--- src/rtl/turn_scheduler.sv ---
// Round sequencer: initial deal, one-hot player turns with HIT/STAND handling, dealer hand-off.
// Optional per-turn idle timeout enabled by defining TURN_TIMEOUT_EN.
`ifndef gameCommand
`define gameCommand logic [1:0]
`endif
`ifndef COMMAND_NONE
`define COMMAND_NONE 2'd0
`endif
`ifndef COMMAND_HIT
`define COMMAND_HIT 2'd1
`endif
`ifndef COMMAND_STAND
`define COMMAND_STAND 2'd2
`endif

module turn_scheduler #(
  parameter int NUM_PLAYERS    = 2,
  parameter int MAX_CARDS      = 5,
  parameter int TIMEOUT_CYCLES = 50_000_000
) (
  input  logic                               i_clk,
  input  logic                               i_reset,
  input  logic                               i_round_start,
  input  logic                               i_ready,
  input  `gameCommand                        i_command,
  input  logic [NUM_PLAYERS-1:0]             i_bust,
  input  logic                               i_deal_ack,
  input  logic                               i_dealer_done,
  output logic [NUM_PLAYERS-1:0]             o_turn,
  output logic                               o_deal_req,
  output logic [$clog2(NUM_PLAYERS+1)-1:0]   o_deal_target,
  output logic                               o_dealer_turn,
  output logic                               o_round_done
);

  localparam int TW = $clog2(NUM_PLAYERS + 1);
  localparam int PW = (NUM_PLAYERS > 1) ? $clog2(NUM_PLAYERS) : 1;
  localparam int CW = $clog2(MAX_CARDS + 1);
  localparam logic [TW-1:0] DEALER_TARGET = TW'(NUM_PLAYERS);
  localparam logic [PW-1:0] LAST_PLAYER   = PW'(NUM_PLAYERS - 1);
  localparam logic [CW-1:0] CARD_LIMIT    = CW'(MAX_CARDS);

  typedef enum logic [3:0] {
    IDLE, INIT_DEAL, PLAY, DEAL_HIT, RELEASE, RELEASE_ADV, ADVANCE, DEALER, DONE
  } stateType;

  stateType        state_q, state_d;
  logic [PW-1:0]   player_q, player_d;
  logic [TW-1:0]   dealTarget_q, dealTarget_d;
  logic            dealReq_q, dealReq_d;
  logic            secondPass_q, secondPass_d;
  logic            readyPrev_q;
  logic [CW-1:0]   cardCount_q [NUM_PLAYERS];
  logic [CW-1:0]   cardCount_d [NUM_PLAYERS];
  logic            readyEdge;
  logic            turnOver;

`ifdef TURN_TIMEOUT_EN
  localparam int OW = $clog2(TIMEOUT_CYCLES + 1);
  logic [OW-1:0]   idleCount_q, idleCount_d;
`else
  logic            unusedTimeout;
  assign unusedTimeout = (TIMEOUT_CYCLES == 0);
`endif

  // readyPrev tracks i_ready every cycle, so a button held across a turn change never looks like a press
  assign readyEdge = i_ready && !readyPrev_q;
  assign turnOver  = i_bust[player_q] || (cardCount_q[player_q] == CARD_LIMIT);

  always_ff @(posedge i_clk) begin
    if (i_reset) begin
      state_q      <= IDLE;
      player_q     <= '0;
      dealTarget_q <= '0;
      dealReq_q    <= 1'b0;
      secondPass_q <= 1'b0;
      readyPrev_q  <= 1'b0;
      for (int p = 0; p < NUM_PLAYERS; p++) cardCount_q[p] <= '0;
`ifdef TURN_TIMEOUT_EN
      idleCount_q  <= '0;
`endif
    end else begin
      state_q      <= state_d;
      player_q     <= player_d;
      dealTarget_q <= dealTarget_d;
      dealReq_q    <= dealReq_d;
      secondPass_q <= secondPass_d;
      readyPrev_q  <= i_ready;
      cardCount_q  <= cardCount_d;
`ifdef TURN_TIMEOUT_EN
      idleCount_q  <= idleCount_d;
`endif
    end
  end

  always_comb begin
    state_d      = state_q;
    player_d     = player_q;
    dealTarget_d = dealTarget_q;
    dealReq_d    = dealReq_q;
    secondPass_d = secondPass_q;
    cardCount_d  = cardCount_q;
`ifdef TURN_TIMEOUT_EN
    idleCount_d  = '0;
`endif
    o_turn        = '0;
    o_deal_req    = dealReq_q;
    o_deal_target = dealTarget_q;
    o_dealer_turn = (state_q == DEALER);
    o_round_done  = (state_q == DONE);

    if (state_q == PLAY || state_q == DEAL_HIT || state_q == RELEASE || state_q == RELEASE_ADV) begin
      for (int p = 0; p < NUM_PLAYERS; p++) begin
        if (PW'(p) == player_q) o_turn[p] = 1'b1;
      end
    end

    case (state_q)
      IDLE: begin
        if (i_round_start) begin
          state_d      = INIT_DEAL;
          dealTarget_d = '0;
          secondPass_d = 1'b0;
          dealReq_d    = 1'b0;
          for (int p = 0; p < NUM_PLAYERS; p++) cardCount_d[p] = '0;
        end
      end
      // Request is raised one cycle after the previous ack, giving the mandatory idle gap
      INIT_DEAL: begin
        if (!dealReq_q) begin
          dealReq_d = 1'b1;
        end else if (i_deal_ack) begin
          dealReq_d = 1'b0;
          for (int p = 0; p < NUM_PLAYERS; p++) begin
            if (TW'(p) == dealTarget_q && cardCount_q[p] != CARD_LIMIT)
              cardCount_d[p] = cardCount_q[p] + 1'b1;
          end
          if (dealTarget_q == DEALER_TARGET) begin
            dealTarget_d = '0;
            if (secondPass_q) begin
              state_d  = PLAY;
              player_d = '0;
            end else begin
              secondPass_d = 1'b1;
            end
          end else begin
            dealTarget_d = dealTarget_q + 1'b1;
          end
        end
      end
      PLAY: begin
`ifdef TURN_TIMEOUT_EN
        idleCount_d = idleCount_q + 1'b1;
`endif
        if (turnOver) begin
          state_d = ADVANCE;
        end else if (readyEdge && i_command == `COMMAND_HIT) begin
          state_d      = DEAL_HIT;
          dealTarget_d = TW'(player_q);
`ifdef TURN_TIMEOUT_EN
          idleCount_d  = '0;
`endif
        end else if (readyEdge && i_command == `COMMAND_STAND) begin
          state_d = RELEASE_ADV;
`ifdef TURN_TIMEOUT_EN
          idleCount_d = '0;
        end else if (idleCount_q == OW'(TIMEOUT_CYCLES - 1)) begin
          state_d = RELEASE_ADV;
`endif
        end
      end
      DEAL_HIT: begin
        if (!dealReq_q) begin
          dealReq_d = 1'b1;
        end else if (i_deal_ack) begin
          dealReq_d = 1'b0;
          state_d   = RELEASE;
          for (int p = 0; p < NUM_PLAYERS; p++) begin
            if (PW'(p) == player_q && cardCount_q[p] != CARD_LIMIT)
              cardCount_d[p] = cardCount_q[p] + 1'b1;
          end
        end
      end
      RELEASE: begin
        if (!i_ready) state_d = PLAY;
      end
      RELEASE_ADV: begin
        if (!i_ready) state_d = ADVANCE;
      end
      ADVANCE: begin
        if (player_q == LAST_PLAYER) begin
          state_d = DEALER;
        end else begin
          player_d = player_q + 1'b1;
          state_d  = PLAY;
        end
      end
      DEALER: begin
        if (i_dealer_done) state_d = DONE;
      end
      DONE: begin
        state_d = IDLE;
      end
      default: begin
        state_d = IDLE;
      end
    endcase
  end

endmodule
--- config.mk ---
export PLATFORM = sky130hd
export DESIGN_NAME = turn_scheduler
export DESIGN_NICKNAME = d
export VERILOG_FILES = /design/src/rtl/turn_scheduler.sv
export SDC_FILE = /design/constraint.sdc
export NUM_CORES = 1
export LEC_CHECK = 0
export BUFFER_PORTS_ARGS = -buffer_cell sky130_fd_sc_hd__buf_4
export CORE_MARGIN = 4
export CORE_UTILIZATION = 34
export CTS_BUF_LIST = sky130_fd_sc_hd__clkbuf_4
export CTS_CLUSTER_SIZE = 16
export DETAILED_ROUTE_END_ITERATION = 10
export GPL_ROUTABILITY_DRIVEN = 0
export PLACE_DENSITY = 0.64
export SYNTH_ARGS = -nofsm -noshare
export SYNTH_HDL_FRONTEND = slang
export SYNTH_SLANG_ARGS = --single-unit
export TNS_END_PERCENT = 1
--- constraint.sdc ---
create_clock -name i_clk -period 2.19 [get_ports i_clk]
set_input_delay 0.1095 -clock i_clk [delete_from_list [all_inputs] [get_ports i_clk]]
set_output_delay 0.1095 -clock i_clk [all_outputs]
set_load 0.01 [all_outputs]
# Word-level counts from Yosys, hierarchy flattened
# Index checks and enable logic that the tools add are counted.
# totals
inputBits	10
romBits	0
regBits	16
mem_bits_rw	0
word_cells	129
memories	0
latchBits	0
# op_classes
div	0
shift	0
n_addsub	4
order_cmp	2
eq_ne	32
mux	54
n_reduce_logical	27
bitwise_logic	2
multipliers	0
# op_table
op	n
$mux 4	13
$pmux 4 s8	1
$mux 6	5
$ne 2x2->1 const B	13
$mux 3	8
$pmux 6 s3	1
$eq 4x3->1 const B	4
$reduce_and 8->1	2
$mux 1	15
$mux 2	7
$reduce_and 11->1	1
$reduce_and 5->1	2
$eq 4x2->1 const B	2
$logic_and 1x1->1	7
$add 3x1->3 const B	2
$ne 2x1->1 const B	3
$ne 3x3->1 const B	2
$pmux 1 s2	3
$pmux 2 s3	1
$reduce_and 6->1	1
$reduce_bool 2->1	3
$reduce_bool 3->1	2
$eq 2x2->1 const B	2
$eq 4x1->1 const B	1
17 further kinds	20

# Logic depth before layout (Yosys ltp)
# Gate-level depths: netlist (run 1).
# depth
ltp_word	8
ltp_mapped	7
depth_no_buf	7

# Worst setup path after synthesis (run 1)
# OpenSTA, ideal clock, no wires.
# synth_timing
path_type	register to register
from	register dealTarget_q[0] (netlist: o_deal_target[0])
to	register cardCount_q[2] (netlist bit)
setup_ps	71
t_required_ps	2119
arrival_ps	1670
period_less_slack_ps	1740
path_buffers	0
stages_incl_launch_ff	6
setup_slack_ps	450
path_cell_list	dfxtp_1 or3b_1 a221oi_2 o21ai_2 or4_1 a21oi_1
# synth_between
elab_chain_len	4
# synth_rtl
item	line_no	rtl
start, declared	49	logic [TW-1:0] dealTarget_q, dealTarget_d;
start signal, assigned	85	dealTarget_q <= dealTarget_d;
$eq 1x2->1	135	if (TW'(p) == dealTarget_q && cardCount_q[p] != CARD_LIMIT)
$logic_and 1x1->1	135	
$ne 2x2->1 (no line)	--	
$reduce_and 8->1 (no line)	--	
end signal, assigned	89	cardCount_q <= cardCount_d;
end, declared	53	logic [CW-1:0] cardCount_q [NUM_PLAYERS];
# Every way passes these cells.
# A chain may end at the register's enable or synchronous reset.

# Worst setup path after layout (run 1)
# layout_timing
from	register state_q[1]
to	register cardCount_q[2] (netlist bit)
# layout_between
elab_chain_len	3
elab_cells_between_ends	13
classes_between	eq/ne (9); mux (1); reduce/logical (3)
# layout_rtl
item	line_no	rtl
start, declared	47	stateType state_q, state_d;
start signal, assigned	83	state_q <= state_d;
$eq 4x1->1 (tied with other cells)	118	case (state_q)
$ne 2x2->1 (no line) (tied with other cells)	--	
$reduce_and 8->1 (no line)	--	
# Several ways; a longest one is shown, not always the timed one.

==> metrics.csv, run 1 <==
metric,value,unit
path_class,reg -> reg,
setup_ws,336,ps
cts_made_buffers,3,
dp_hpwl,1950,um
syn_area_per_cell,7.76,um2
rsz0062_at_grt,no,
antenna_cells,0,
finalCritPeriodShare,84.7,%
global_route.usage.total,12.5,%
critPathLaunchType,flip-flop,
clock_latency,290,ps
core.rowCount,20,
post-cts-setup-buffers,0,
fmax,539,MHz
htreeDepth,1,
ys_seq_area_share,28.7,%
drcViolationCount,0,
crit_chain,or3b_1 > a221oi_2 > o21ai_2 > or4_1 > a21oi_1,
switching_power,459,uW
slew_headroom,49.4,%
overflow,0,
die_x,65.3,um
place_area,1270,um2
yosys.cell_count.top_type,dfxtp_1,
io_pins,17,
power.density,839,nW/um2
vdd_drop_max,0.000276,V
syn_to_final_growth,15.7,%
drt_pass1_iterations,4,
ys_warn_count,0,
grt_max_degree,21,
cts_buffer_depth,2,
synth_seq_cells,16,
drv_cap,0,
die_area,4270,um2
cellLeakagePower,0.000488,uW
final_nets,173,
p_sw_share,42.4,%
critPathMaxFanout,13,
pre_cts_slack,370,ps
io_buffers,16,
root_buffer,clkbuf_4,
grt_pass1_vias,963,
hp-class,in -> reg,
cts_hold_buf,0,
synth_edf_count,0,
yosysUniqueCellTypes,41,
fin_area,1290,um2
fin_tns_setup,0,ps
synthTopCellsByArea,"dfxtp_1 29%, nor2b_1 5.6%, mux2i_1 5.4%",
initialDrtViolationCount,32,
worstSetupEndpointType,flip-flop,
vias,1075,
synth_common_cells,"16 x dfxtp_1, 15 x nor2_1, 10 x nor2b_1, 10 x o21ai_0, 9 x nand2_1",
combPwrFrac,46.1,%
cts_tree,yes,
setup_viol,0,
intPower,625,uW
wirelength,2620,um
pwr-share-seq,38.8,%
cp_slowest_stage_delay,440,ps
syn-num-nets,158,
totalPowerFinal,1080,uW
initial_core_util,36.0,%
path_clk_slew,100,ps
status,completed,
critPathSlowestCell,dfxtp_1,
antenna_found_initial,0,
layout-drive-gt1-share,15.3,%
netlist.area_leader.share,28.7,%
synthArstFlopShare,0,%
grt_pass1_wl,4270,um
synth_area_leader_cell,dfxtp_1,
worstMarginPinSlew,749,ps
clock_sinks,16,
core,3100,um2
hold_viol_final,0,
fin_worst_skew,5.71,ps
ant_nets,0,
die_h,65.3,um
vias_per_cell,5.35,
ctsResizeCount,0,
wl_per_cell,13.0,um
clkPwrFrac,15.1,%
min_period,1850,ps
synth_area,1120,um2
slew_viol_final,0,
cp.required,2420,ps
syn_inst,144,
synth-main-ff-cell,dfxtp_1,
arrival,2080,ps
## cell usage in the layout (no fill, tap or decap), drive strengths merged, types with 2 or more instances in the layout
cell     count
a32o         2
ha           4
nor4         2
nor3b        5
inv          6
clkbuf       3
nor2b       10
nand3b       2
a2111oi      2
dfxtp       16
o21a         2
nor2        15
o21ai       11
nand2        9
nand3        6
nand2b       4
nor3         5
mux2i        6
buf         18
or3          3
a21oi        7
## cell families after synthesis
group / after synthesis / synth area share (%)
multiplexers: 7 / 6.38
flip-flops: 16 / 28.7
buffers and inverters: 14 / 5.38
AND/OR/NAND/NOR: 68 / 33.4
XOR/XNOR: 2 / 1.57
adder cells (fa/ha/maj): 4 / 4.48
AO/OA/AOI/OAI: 33 / 20.2
## power by group through the flow
stage	Clock, uW	Combinational, uW	Sequential (uW)
2_1_floorplan	0	400	384
3_3_place_gp	0	489	419
4_1_cts	166	497	419
3_5_place_dp	0	495	425
6_report	164	500	420
5_1_grt	174	555	432
## sequential cells by signal, indices dropped and copies added (netlist names)
register / count
cardCount_q: 6
o_deal_target: 2
o_deal_req: 1
secondPass_q: 1
state_q: 4
player_q: 1
readyPrev_q: 1
## layer usage
metal / routed length (um) / share of wire, % / global-route usage [%]
met4: 41 / 1.6 / 5.70
met2: 1200 / 46 / 20.0
met1: 1310 / 50 / 17.0
met5: 0 / 0 / 0
met3: 71 / 2.7 / 1.20
## layout make-up
cell class	count	area (um2)
Fill cell	344	1810
Multi-Input combinational cell	114	737
Sequential cell	16	320
Timing Repair Buffer	18	135
Tap cell	44	55.1
Clock buffer	3	22.5
Inverter	6	22.5
## path summary, 6_finish.rpt
kind / from / end / slack, ps / cells after the start
worst max register to register: state_q[1] / cardCount_q[2] / 340 / 5
worst min register to register: cardCount_q[1] / cardCount_q[1] / 500 / 2
worst min-delay path: i_ready / readyPrev_q / 50 / 2
worst max-delay path: state_q[1] / cardCount_q[2] / 340 / 5
## worst max-delay path: cells and delay by family (launching register included)
family           cells  cell delay (ps)
AO/OA/AOI/OAI        3              520
flip-flops           1              440
AND/OR/NAND/NOR      2              820
## stage by stage
stage	utilization (%)	instances	hold WS, ps
floorplan	-	144	238
global placement	40.9	198	349
detailed placement	40.9	198	360
CTS	41.7	201	59.8
global route	41.7	201	99.5
finish	41.7	201	52.0
Note: power is estimated with default switching activity, not from simulation.
==> run 2, diff against run 1 <==
==> constraint.sdc (replaced) <==
create_clock -name i_clk -period 1.9 [get_ports i_clk]
set_input_delay 0.095 -clock i_clk [delete_from_list [all_inputs] [get_ports i_clk]]
set_output_delay 0.095 -clock i_clk [all_outputs]
set_load 0.01 [all_outputs]
==> metrics.csv, run 2 (synthesis gave the netlist of run 1 again) <==
metric,value,unit,change
status,completed,,
holdPathStages,2,,unchanged
initialDrtViolationCount,90,,+180%
slew_headroom,46.0,%,-3.4 points
die_x,65.3,um,unchanged
dp_hpwl,2060,um,+5.9%
cellLeakagePower,0.000538,uW,+10%
wl_per_cell,13.0,um,-0.41%
die_area,4270,um2,unchanged
vias_per_cell,5.34,,-0.22%
placedCellCount,207,,+4.5%
rsz0062_at_grt,no,,
hold_viol_final,0,,unchanged
min_period,1750,ps,-104 ps
die_h,65.3,um,unchanged
htreeDepth,1,,unchanged
root_buffer,clkbuf_4,,
drv_cap,0,,unchanged
wirelength,2740,um,+4.5%
core.rowCount,20,,unchanged
fin_worst_skew,4.02,ps,-1.69 ps
clock_latency,310,ps,+20 ps
r2r_start,state_q[1],,
antenna_found_initial,0,,unchanged
critPathLaunchType,flip-flop,,
cts_buffer_depth,2,,unchanged
final_nets,182,,+5.2%
seq_area,320,um2,unchanged
path_clk_slew,100,ps,about the same
io_pins,17,,unchanged
ant_nets,0,,unchanged
overflow,0,,unchanged
hp-class,in -> reg,,
timing.rr.end,cardCount_q[2],,
finalCritPeriodShare,92.1,%,+7.5 points
slew_viol_final,0,,unchanged
antenna_cells,0,,unchanged
fillers,327,,-4.9%
power.density,975,nW/um2,+16%
cts_tree,yes,,
layout_common_cells,"27 x buf_4, 16 x dfxtp_1, 15 x nor2_1",,
fmax,571,MHz,+5.9%
vdd_drop_max,0.000234,V,-15%
initial_core_util,36.0,%,unchanged
path_class,reg -> reg,,
io_buffers,16,,unchanged
worstRegToRegCells,5,,unchanged
fin_tns_setup,0,ps,unchanged
min_to,readyPrev_q,,
global_route.usage.total,13.3,%,+0.73 points
largest_reg_flops,6,,unchanged
r2r_setup_slack,150,ps,-190 ps
cp.required,2150,ps,-270 ps
vias,1126,,+4.7%
post-cts-setup-buffers,0,,unchanged
worstMarginPinSlew,800,ps,+50.6 ps
ctsResizeCount,0,,unchanged
setup_viol,0,,unchanged
drt_pass1_iterations,4,,unchanged
cts_hold_buf,0,,unchanged
worstSetupEndpointType,flip-flop,,
cts_made_buffers,3,,unchanged
multiInputGateArea,737,um2,unchanged
grt_max_degree,21,,unchanged
syn_to_final_growth,22.1,%,
clock_sinks,16,,unchanged
grt_pass1_wl,4480,um,+4.8%
grt_pass1_vias,969,,+0.62%
critPathMaxFanout,7,,-6
top_register,cardCount_q,,
layout-drive-gt1-share,19.8,%,+4.5 points
layout_commonest_cell,buf_4,,
instances_no_fill,211,,+5.0%
arrival,2000,ps,-80 ps
drcViolationCount,0,,unchanged
hp-start,i_ready,,
core,3100,um2,unchanged
[run 2: changes by cell type in the layout (fill, tap and decap cells not counted)]
cell	delta
buf_4	+9
clkinv_1	+1
[run 2: through the flow]
| step | power (uW) | hold slack (ps) | utilization [%] | setup WS, ps | area, um2 |
|---|---|---|---|---|---|
| floorplan | 904 | 223 | - | 160 | 1120 |
| global placement | 1110 | 335 | 43.1 | 204 | 1340 |
| detailed placement | 1130 | 340 | 43.1 | 158 | 1340 |
| CTS | 1330 | 19.9 | 44.0 | 146 | 1360 |
| global route | 1430 | 48.1 | 44.0 | 17.4 | 1360 |
| finish | 1330 | 22.4 | 44.0 | 149 | 1360 |
[run 2: worst max path at each step]
stage                     start  slack, ps        endpoint
4_1_cts              state_q[1]        150  cardCount_q[2]
5_1_grt              state_q[0]         20      state_q[0]
3_3_place_gp         state_q[1]        200  cardCount_q[2]
2_1_floorplan  o_deal_target[0]        160  cardCount_q[2]
3_5_place_dp         state_q[1]        160  cardCount_q[2]
6_report             state_q[1]        150  cardCount_q[2]
[run 2: power by group]
| group | total [uW] | switching (uW) | leakage, uW | internal (uW) |
|---|---|---|---|---|
| combinational | 676 | 366 | 0.000393 | 311 |
| sequential | 450 | 64.3 | 0.000130 | 385 |
| clock | 204 | 127 | 0.0000154 | 77.0 |
| total | 1330 | 557 | 0.000538 | 773 |
[run 2: layout make-up]
class	count	area share (%)
Clock buffer	3	1.65
Clock inverter	1	0.275
Inverter	6	1.65
Multi-Input combinational cell	114	54.0
Sequential cell	16	23.5
Tap cell	44	4.04
Timing Repair Buffer	27	14.9
[run 2: routing by layer]
metal	global-route usage (%)	part of all wire (%)	vias up
li1	-	-	565
met1	17.3	48	534
met2	21.6	46	22
met3	1.20	3.5	5
met4	6.99	2.3	0
met5	0	0	-
[run 2: critical path: stages, from the launching register on]
cell,delay [ps]
dfxtp_1,380
or3b_1,380
a221oi_2,260
o21ai_2,110
or4_1,410
a21oi_1,140
